`config.mk`:
```
export PLATFORM = sky130hd
export DESIGN_NAME = fetch_unit_flat
export DESIGN_NICKNAME = d
export VERILOG_FILES = /design/src/rtl/fetch_unit_if.sv /design/src/rtl/fetch_unit.sv /design/src/flat_wrapper.sv
export SDC_FILE = /design/constraint.sdc
export NUM_CORES = 1
export LEC_CHECK = 0
export ABC_AREA = 1
export ABC_CLOCK_PERIOD_IN_PS = 6600
export BUFFER_PORTS_ARGS = -buffer_cell sky130_fd_sc_hd__buf_2
export CELL_PAD_IN_SITES_DETAIL_PLACEMENT = 0
export CELL_PAD_IN_SITES_GLOBAL_PLACEMENT = 1
export CORE_MARGIN = 1
export CORE_UTILIZATION = 45
export CTS_BUF_LIST = sky130_fd_sc_hd__clkbuf_4 sky130_fd_sc_hd__clkbuf_8 sky130_fd_sc_hd__clkbuf_16
export DETAILED_ROUTE_END_ITERATION = 10
export PLACE_DENSITY = 0.89
export SLEW_MARGIN = 20
export SYNTH_ARGS = -nofsm -noshare
export SYNTH_HDL_FRONTEND = slang
export SYNTH_SLANG_ARGS = --single-unit
```
`constraint.sdc`:
```
create_clock -name clk -period 6.6 [get_ports clk]
set_input_delay 1.32 -clock clk [delete_from_list [all_inputs] [get_ports clk]]
set_output_delay 1.32 -clock clk [all_outputs]
set_load 0.01 [all_outputs]
```
`src/rtl/fetch_unit_if.sv`:
```
// Fetch-unit bundle: instruction-memory read port, redirect request and the
// valid/ready fetch stream toward decode, with the queue occupancy.
interface fetch_unit_if #(
   parameter int XLEN     = 32,
   parameter int IMEM_AW  = 13,
   parameter int FQ_DEPTH = 4
);
   localparam int CW = $clog2(FQ_DEPTH + 1);

   logic               imem_en;
   logic [IMEM_AW-1:0] imem_addr;
   logic [31:0]        imem_rdata;
   logic               redirect_valid;
   logic [XLEN-1:0]    redirect_pc;
   logic               fetch_valid;
   logic [XLEN-1:0]    fetch_pc;
   logic [31:0]        fetch_instr;
   logic               fetch_ready;
   logic [CW-1:0]      fq_count;

   modport master (
      output imem_en, imem_addr, fetch_valid, fetch_pc, fetch_instr, fq_count,
      input  imem_rdata, redirect_valid, redirect_pc, fetch_ready
   );

   modport slave (
      input  imem_en, imem_addr, fetch_valid, fetch_pc, fetch_instr, fq_count,
      output imem_rdata, redirect_valid, redirect_pc, fetch_ready
   );
endinterface

```
`src/rtl/fetch_unit.sv`:
```
// Decoupled RV32 fetch front end: credit-gated IMEM issue, in-flight tracking across
// a fixed read latency, and a show-ahead fetch queue with redirect squash.
module fetch_unit_chk #(
   parameter int FQ_DEPTH = 4,
   parameter int CW       = 3
) (
   input logic          clk,
   input logic          rst,
   input logic          push,
   input logic [CW-1:0] count
);
   a_no_overflow: assert property (@(posedge clk) disable iff (rst)
      push |-> (count != CW'(FQ_DEPTH)));

   a_count_range: assert property (@(posedge clk) disable iff (rst)
      count <= CW'(FQ_DEPTH));
endmodule

module fetch_unit #(
   parameter int              XLEN         = 32,
   parameter logic [XLEN-1:0] RESET_PC     = {XLEN{1'b0}},
   parameter int              IMEM_AW      = 13,
   parameter int              IMEM_LATENCY = 1,
   parameter int              FQ_DEPTH     = 4
) (
   input logic          clk,
   input logic          rst,
   fetch_unit_if.master fu
);
   localparam int              LAT     = IMEM_LATENCY;
   localparam int              CW      = $clog2(FQ_DEPTH + 1);
   localparam int              PW      = $clog2(FQ_DEPTH);
   localparam int              SW      = $clog2(FQ_DEPTH + IMEM_LATENCY + 1);
   localparam logic [XLEN-1:0] PC_STEP = XLEN'(3'd4);

   logic [XLEN-1:0] req_pc_q, req_pc_d;
   logic [LAT-1:0]  infl_vld_q, infl_vld_d;
   logic [XLEN-1:0] infl_pc_q [LAT];
   logic [XLEN-1:0] infl_pc_d [LAT];
   logic [XLEN-1:0] fq_pc_q [FQ_DEPTH];
   logic [XLEN-1:0] fq_pc_d [FQ_DEPTH];
   logic [31:0]     fq_instr_q [FQ_DEPTH];
   logic [31:0]     fq_instr_d [FQ_DEPTH];
   logic [PW-1:0]   wr_ptr_q, wr_ptr_d;
   logic [PW-1:0]   rd_ptr_q, rd_ptr_d;
   logic [CW-1:0]   count_q, count_d;

   logic [SW-1:0]   inflight;
   logic [SW-1:0]   credit_used;
   logic            head_valid;
   logic            issue;
   logic            push;
   logic            pop;
   logic            unused_redirect_lsb;

   // Credit check: queued plus in-flight words must leave room; a same-cycle pop earns nothing.
   always_comb begin
      inflight = {SW{1'b0}};
      for (int i = 0; i < LAT; i++) begin
         inflight = inflight + SW'(infl_vld_q[i]);
      end
      credit_used = SW'(count_q) + inflight;
      head_valid  = (count_q != {CW{1'b0}});
      issue       = !rst && !fu.redirect_valid && (credit_used < SW'(FQ_DEPTH));
      push        = infl_vld_q[LAT-1];
      pop         = head_valid && fu.fetch_ready;
   end

   // Next-state for request PC, in-flight pipe and queue; redirect squashes everything.
   always_comb begin
      req_pc_d   = req_pc_q;
      infl_vld_d = infl_vld_q;
      infl_pc_d  = infl_pc_q;
      fq_pc_d    = fq_pc_q;
      fq_instr_d = fq_instr_q;
      wr_ptr_d   = wr_ptr_q;
      rd_ptr_d   = rd_ptr_q;
      count_d    = count_q;

      if (fu.redirect_valid) begin
         req_pc_d   = {fu.redirect_pc[XLEN-1:2], 2'b00};
         infl_vld_d = {LAT{1'b0}};
         wr_ptr_d   = {PW{1'b0}};
         rd_ptr_d   = {PW{1'b0}};
         count_d    = {CW{1'b0}};
      end else begin
         if (issue) begin
            req_pc_d = req_pc_q + PC_STEP;
         end else begin
            req_pc_d = req_pc_q;
         end

         infl_vld_d[0] = issue;
         infl_pc_d[0]  = req_pc_q;
         for (int i = 1; i < LAT; i++) begin
            infl_vld_d[i] = infl_vld_q[i-1];
            infl_pc_d[i]  = infl_pc_q[i-1];
         end

         if (push) begin
            fq_pc_d[wr_ptr_q]    = infl_pc_q[LAT-1];
            fq_instr_d[wr_ptr_q] = fu.imem_rdata;
            wr_ptr_d             = wr_ptr_q + PW'(1'b1);
         end else begin
            wr_ptr_d = wr_ptr_q;
         end

         if (pop) begin
            rd_ptr_d = rd_ptr_q + PW'(1'b1);
         end else begin
            rd_ptr_d = rd_ptr_q;
         end

         case ({push, pop})
            2'b10:   count_d = count_q + CW'(1'b1);
            2'b01:   count_d = count_q - CW'(1'b1);
            default: count_d = count_q;
         endcase
      end
   end

   // Control state with synchronous reset to the reset vector and an empty pipe/queue.
   always_ff @(posedge clk) begin
      if (rst) begin
         req_pc_q   <= RESET_PC;
         infl_vld_q <= {LAT{1'b0}};
         wr_ptr_q   <= {PW{1'b0}};
         rd_ptr_q   <= {PW{1'b0}};
         count_q    <= {CW{1'b0}};
      end else begin
         req_pc_q   <= req_pc_d;
         infl_vld_q <= infl_vld_d;
         wr_ptr_q   <= wr_ptr_d;
         rd_ptr_q   <= rd_ptr_d;
         count_q    <= count_d;
      end
   end

   // Datapath storage; contents are qualified by the valid bits and count, so no reset.
   always_ff @(posedge clk) begin
      infl_pc_q  <= infl_pc_d;
      fq_pc_q    <= fq_pc_d;
      fq_instr_q <= fq_instr_d;
   end

   assign fu.imem_en     = issue;
   assign fu.imem_addr   = req_pc_q[IMEM_AW+1:2];
   assign fu.fetch_valid = head_valid;
   assign fu.fetch_pc    = head_valid ? fq_pc_q[rd_ptr_q] : {XLEN{1'b0}};
   assign fu.fetch_instr = head_valid ? fq_instr_q[rd_ptr_q] : 32'h0000_0000;
   assign fu.fq_count    = count_q;

   assign unused_redirect_lsb = ^fu.redirect_pc[1:0];

   fetch_unit_chk #(
      .FQ_DEPTH (FQ_DEPTH),
      .CW       (CW)
   ) u_chk (
      .clk   (clk),
      .rst   (rst),
      .push  (push),
      .count (count_q)
   );
endmodule

```
`src/flat_wrapper.sv`:
```
// flat-port wrapper written by rule: the top's interface ports become plain ports
module fetch_unit_flat 
#(
   parameter int              XLEN         = 32,
   parameter logic [XLEN-1:0] RESET_PC     = {XLEN{1'b0}},
   parameter int              IMEM_AW      = 13,
   parameter int              IMEM_LATENCY = 1,
   parameter int              FQ_DEPTH     = 4
)
  (clk, rst, fu_imem_en, fu_imem_addr, fu_fetch_valid, fu_fetch_pc, fu_fetch_instr, fu_fq_count, fu_imem_rdata, fu_redirect_valid, fu_redirect_pc, fu_fetch_ready);
  fetch_unit_if #(.XLEN(XLEN), .IMEM_AW(IMEM_AW), .FQ_DEPTH(FQ_DEPTH)) fu_i ();
  input logic clk;
  input logic rst;
  output wire logic [$bits(fu_i.imem_en)-1:0] fu_imem_en;
  output wire logic [$bits(fu_i.imem_addr)-1:0] fu_imem_addr;
  output wire logic [$bits(fu_i.fetch_valid)-1:0] fu_fetch_valid;
  output wire logic [$bits(fu_i.fetch_pc)-1:0] fu_fetch_pc;
  output wire logic [$bits(fu_i.fetch_instr)-1:0] fu_fetch_instr;
  output wire logic [$bits(fu_i.fq_count)-1:0] fu_fq_count;
  input wire logic [$bits(fu_i.imem_rdata)-1:0] fu_imem_rdata;
  input wire logic [$bits(fu_i.redirect_valid)-1:0] fu_redirect_valid;
  input wire logic [$bits(fu_i.redirect_pc)-1:0] fu_redirect_pc;
  input wire logic [$bits(fu_i.fetch_ready)-1:0] fu_fetch_ready;
  assign fu_imem_en = fu_i.imem_en;
  assign fu_imem_addr = fu_i.imem_addr;
  assign fu_fetch_valid = fu_i.fetch_valid;
  assign fu_fetch_pc = fu_i.fetch_pc;
  assign fu_fetch_instr = fu_i.fetch_instr;
  assign fu_fq_count = fu_i.fq_count;
  assign fu_i.imem_rdata = fu_imem_rdata;
  assign fu_i.redirect_valid = fu_redirect_valid;
  assign fu_i.redirect_pc = fu_redirect_pc;
  assign fu_i.fetch_ready = fu_fetch_ready;
  fetch_unit #(.XLEN(XLEN), .RESET_PC(RESET_PC), .IMEM_AW(IMEM_AW), .IMEM_LATENCY(IMEM_LATENCY), .FQ_DEPTH(FQ_DEPTH)) u_core (.clk(clk), .rst(rst), .fu(fu_i));
endmodule
```
==> results.toml <==
[die]
die_x_um = 173
io_pins = 150
rows = 62
coreArea_sq_um = 28700
fp.dieH_um = 173
start_util_pct = 45.8
die_area_sq_um = 29900

[power_and_ir_drop]
p_per_area_nw_per_um2 = 273
p_leak_nw = 5.64
vdd_drop_max_mv = 0.213

[sta]
slew_headroom_pct = 34.8
post-route-period-util_pct = 67.2
holdWs_ps = 499
clock-skew-final_ps = 14.6
layout_setup_ws_ps = 2170
rsz0062_at_grt = "no"
timing.final.hold_violations = 0
setup_violations = 0
tns_ps = 0
drv_slew = 0
fin_crit_ps = 4430
worstMarginPinSlew_ps = 979
timing.fmax_mhz = 226

[grt]
antenna_found_initial = 0
grt_pass1_wl_um = 44400
grt_pass1_vias = 8418
grt_use_total_pct = 18.8
grt_max_degree = 111
grt_overflow_total = 0

[finish]
instances_no_fill = 1746
seqCellArea_sq_um = 9110
multi_input_area_sq_um = 3480
drive_gt1_share_pct = 17.0
area_growth_syn_to_layout_pct = 14.8
fin_nets = 1416
fillCellCount = 2489
final_core_util_pct = 52.6
antennaDiodeCount = 0

[detailed_routing]
drt_wl_total_um = 28400
drt-initial-drc-count = 682
dr.pass1.iters = 5
vias_per_cell = 5.08
wl_per_cell_um = 16.3
vias = 8870
drc_errors = 0
ant_nets = 0

[yosys]
yosysTopAreaCell = "edfxtp_1"
seq_area_frac_synth_pct = 69.2
synth_area_leaders = "edfxtp_1 63%, nor2_1 8.6%, dfxtp_1 5.8%"
yosysMostFrequentCell = "nor2_1"
ys_seq_elements = 316
synth_edf_count = 278
ys_types = 34
synthFlopType = "edfxtp_1"
synth_top_area_share_pct = 63.4
syn_inst = 1222
synth_area_sq_um = 13200
syn_avg_cell_area_sq_um = 10.8
async_reset_ff_share_pct = 0
yosys_warnings = 0
synth_commonest_cells = "303 x nor2_1, 278 x edfxtp_1, 144 x nand2_1"

[outcome]
status = "complete, no violations"

[placement]
pre_cts_ws_ps = 2360
gp_congestion = 0.805
dpl.hpwl_um = 16300
io_buffers = 145
dp.cells = 1691

[min_path]
min_from = "u_core.infl_pc_q[9]"
holdPathStages = 0
holdCritPathClass = "register to register"

[setup_path]
rr_worst_depth = 10
path_class = "register to output port"
critPathRequiredTime_ps = 5280
cp-start-kind = "register"
arrival_ps = 3110
reg2reg_from = "u_core.fu.fq_count[0]"
crit_fanout = 63
startpoint = "u_core.rd_ptr_q[1]"
cp-end-kind = "output port"

[clock_network]
clk_pin_slew_ps = 60
cts_resized = 0
numCtsBuffers = 31
cts_tree = "built"
ctsHoldBuffers = 0
cts_root_buffer = "clkbuf_16"
cts_max_level = 1
cts.sinks = 316
cts_buffer_depth = 3
clkLatencyLatePin_ps = 550
cts_setup_buffers = 0

[job]
maxCapViolations = 0
flip-flops by register name, summed over array words and instances (netlist names):
register and cells:
u_core.fq_instr_q 128, u_core.fq_pc_q 120, u_core.infl_pc_q 30, u_core.req_pc_q 30, u_core.fu.fq_count 3, u_core.rd_ptr_q 2, u_core.wr_ptr_q 2, u_core.infl_vld_q 1
report_power, final:
| part | total [W] | switching [W] | leakage [nW] | internal [W] |
|---|---|---|---|---|
| sequential | 0.00226 | 0.0000408 | 2.87 | 0.00222 |
| combinational | 0.000221 | 0.000146 | 2.30 | 0.0000752 |
| clock | 0.00164 | 0.000702 | 0.468 | 0.000938 |
area by class of cell:
cell class	count	share of cell area [%]
multi-input combinational	770	23.0
tap	384	3.18
inverter	66	1.65
clock buffer	37	5.56
clock inverter	17	0.770
sequential	316	60.3
timing repair buffer	156	5.48
stage by stage:
step           total power, W  cell area (sq um)
5_1_grt               0.00427              15100
2_1_floorplan         0.00243              13200
3_5_place_dp          0.00253              14100
4_1_cts               0.00416              15100
3_3_place_gp          0.00252              14100
6_report              0.00412              15100
worst max-delay path, stage by stage (launching register included):
cell	delay [ps]
dfxtp_2	310
buf_4	650
inv_2	440
buf_4	440
nor2_1	160
o21ai_0	90
a21oi_1	260
buf_2	190
layer usage:
metal  up-vias  GRT usage, %  share of wire, %
li1       4390             -                 -
met1      4183          25.3                44
met2       259          32.3                48
met3        38          2.44               5.5
met4         0          4.54               1.8
met5         -             0                 0
worst paths after layout:
check	endpoint	slack, ps
max	fu_fetch_pc[31]	2170
min	u_core.fq_pc_q[41]	500
max reg2reg	u_core.fu.fq_count[2]	4180
min reg2reg	u_core.fq_pc_q[41]	500
logic make-up (layout without fill, tap and decap cells):
group,Yosys count,count (layout),synth area share (%)
muxes,1,1,0.0761
and+or+nand+nor,523,523,16.1
DFF,316,316,69.2
other,1,2,0.0285
buffers and inverters,137,276,4.61
adders and majority gates,7,7,0.723
AOI/OAI and AO/OA,231,231,8.89
xor gates and xnor gates,6,6,0.399
cells in the final DEF (no fill, tap or decap), drive strengths merged:
cell / n
bufinv: 1
nand4: 1
nor3: 1
edfxtp: 278
conb: 2
clkinv: 12
xor2: 3
or2: 1
dfxtp: 38
nand2: 149
xnor2: 3
nand3: 55
fa: 1
inv: 67
clkbuf: 37
nor2: 312
ha: 6
nand3b: 2
buf: 156
a31oi: 2
a21oi: 87
mux2i: 1
o21ai: 139
o21bai: 1
clkinvlp: 3
a22oi: 2
and2: 2
Power figures use the tool's default switching activity.
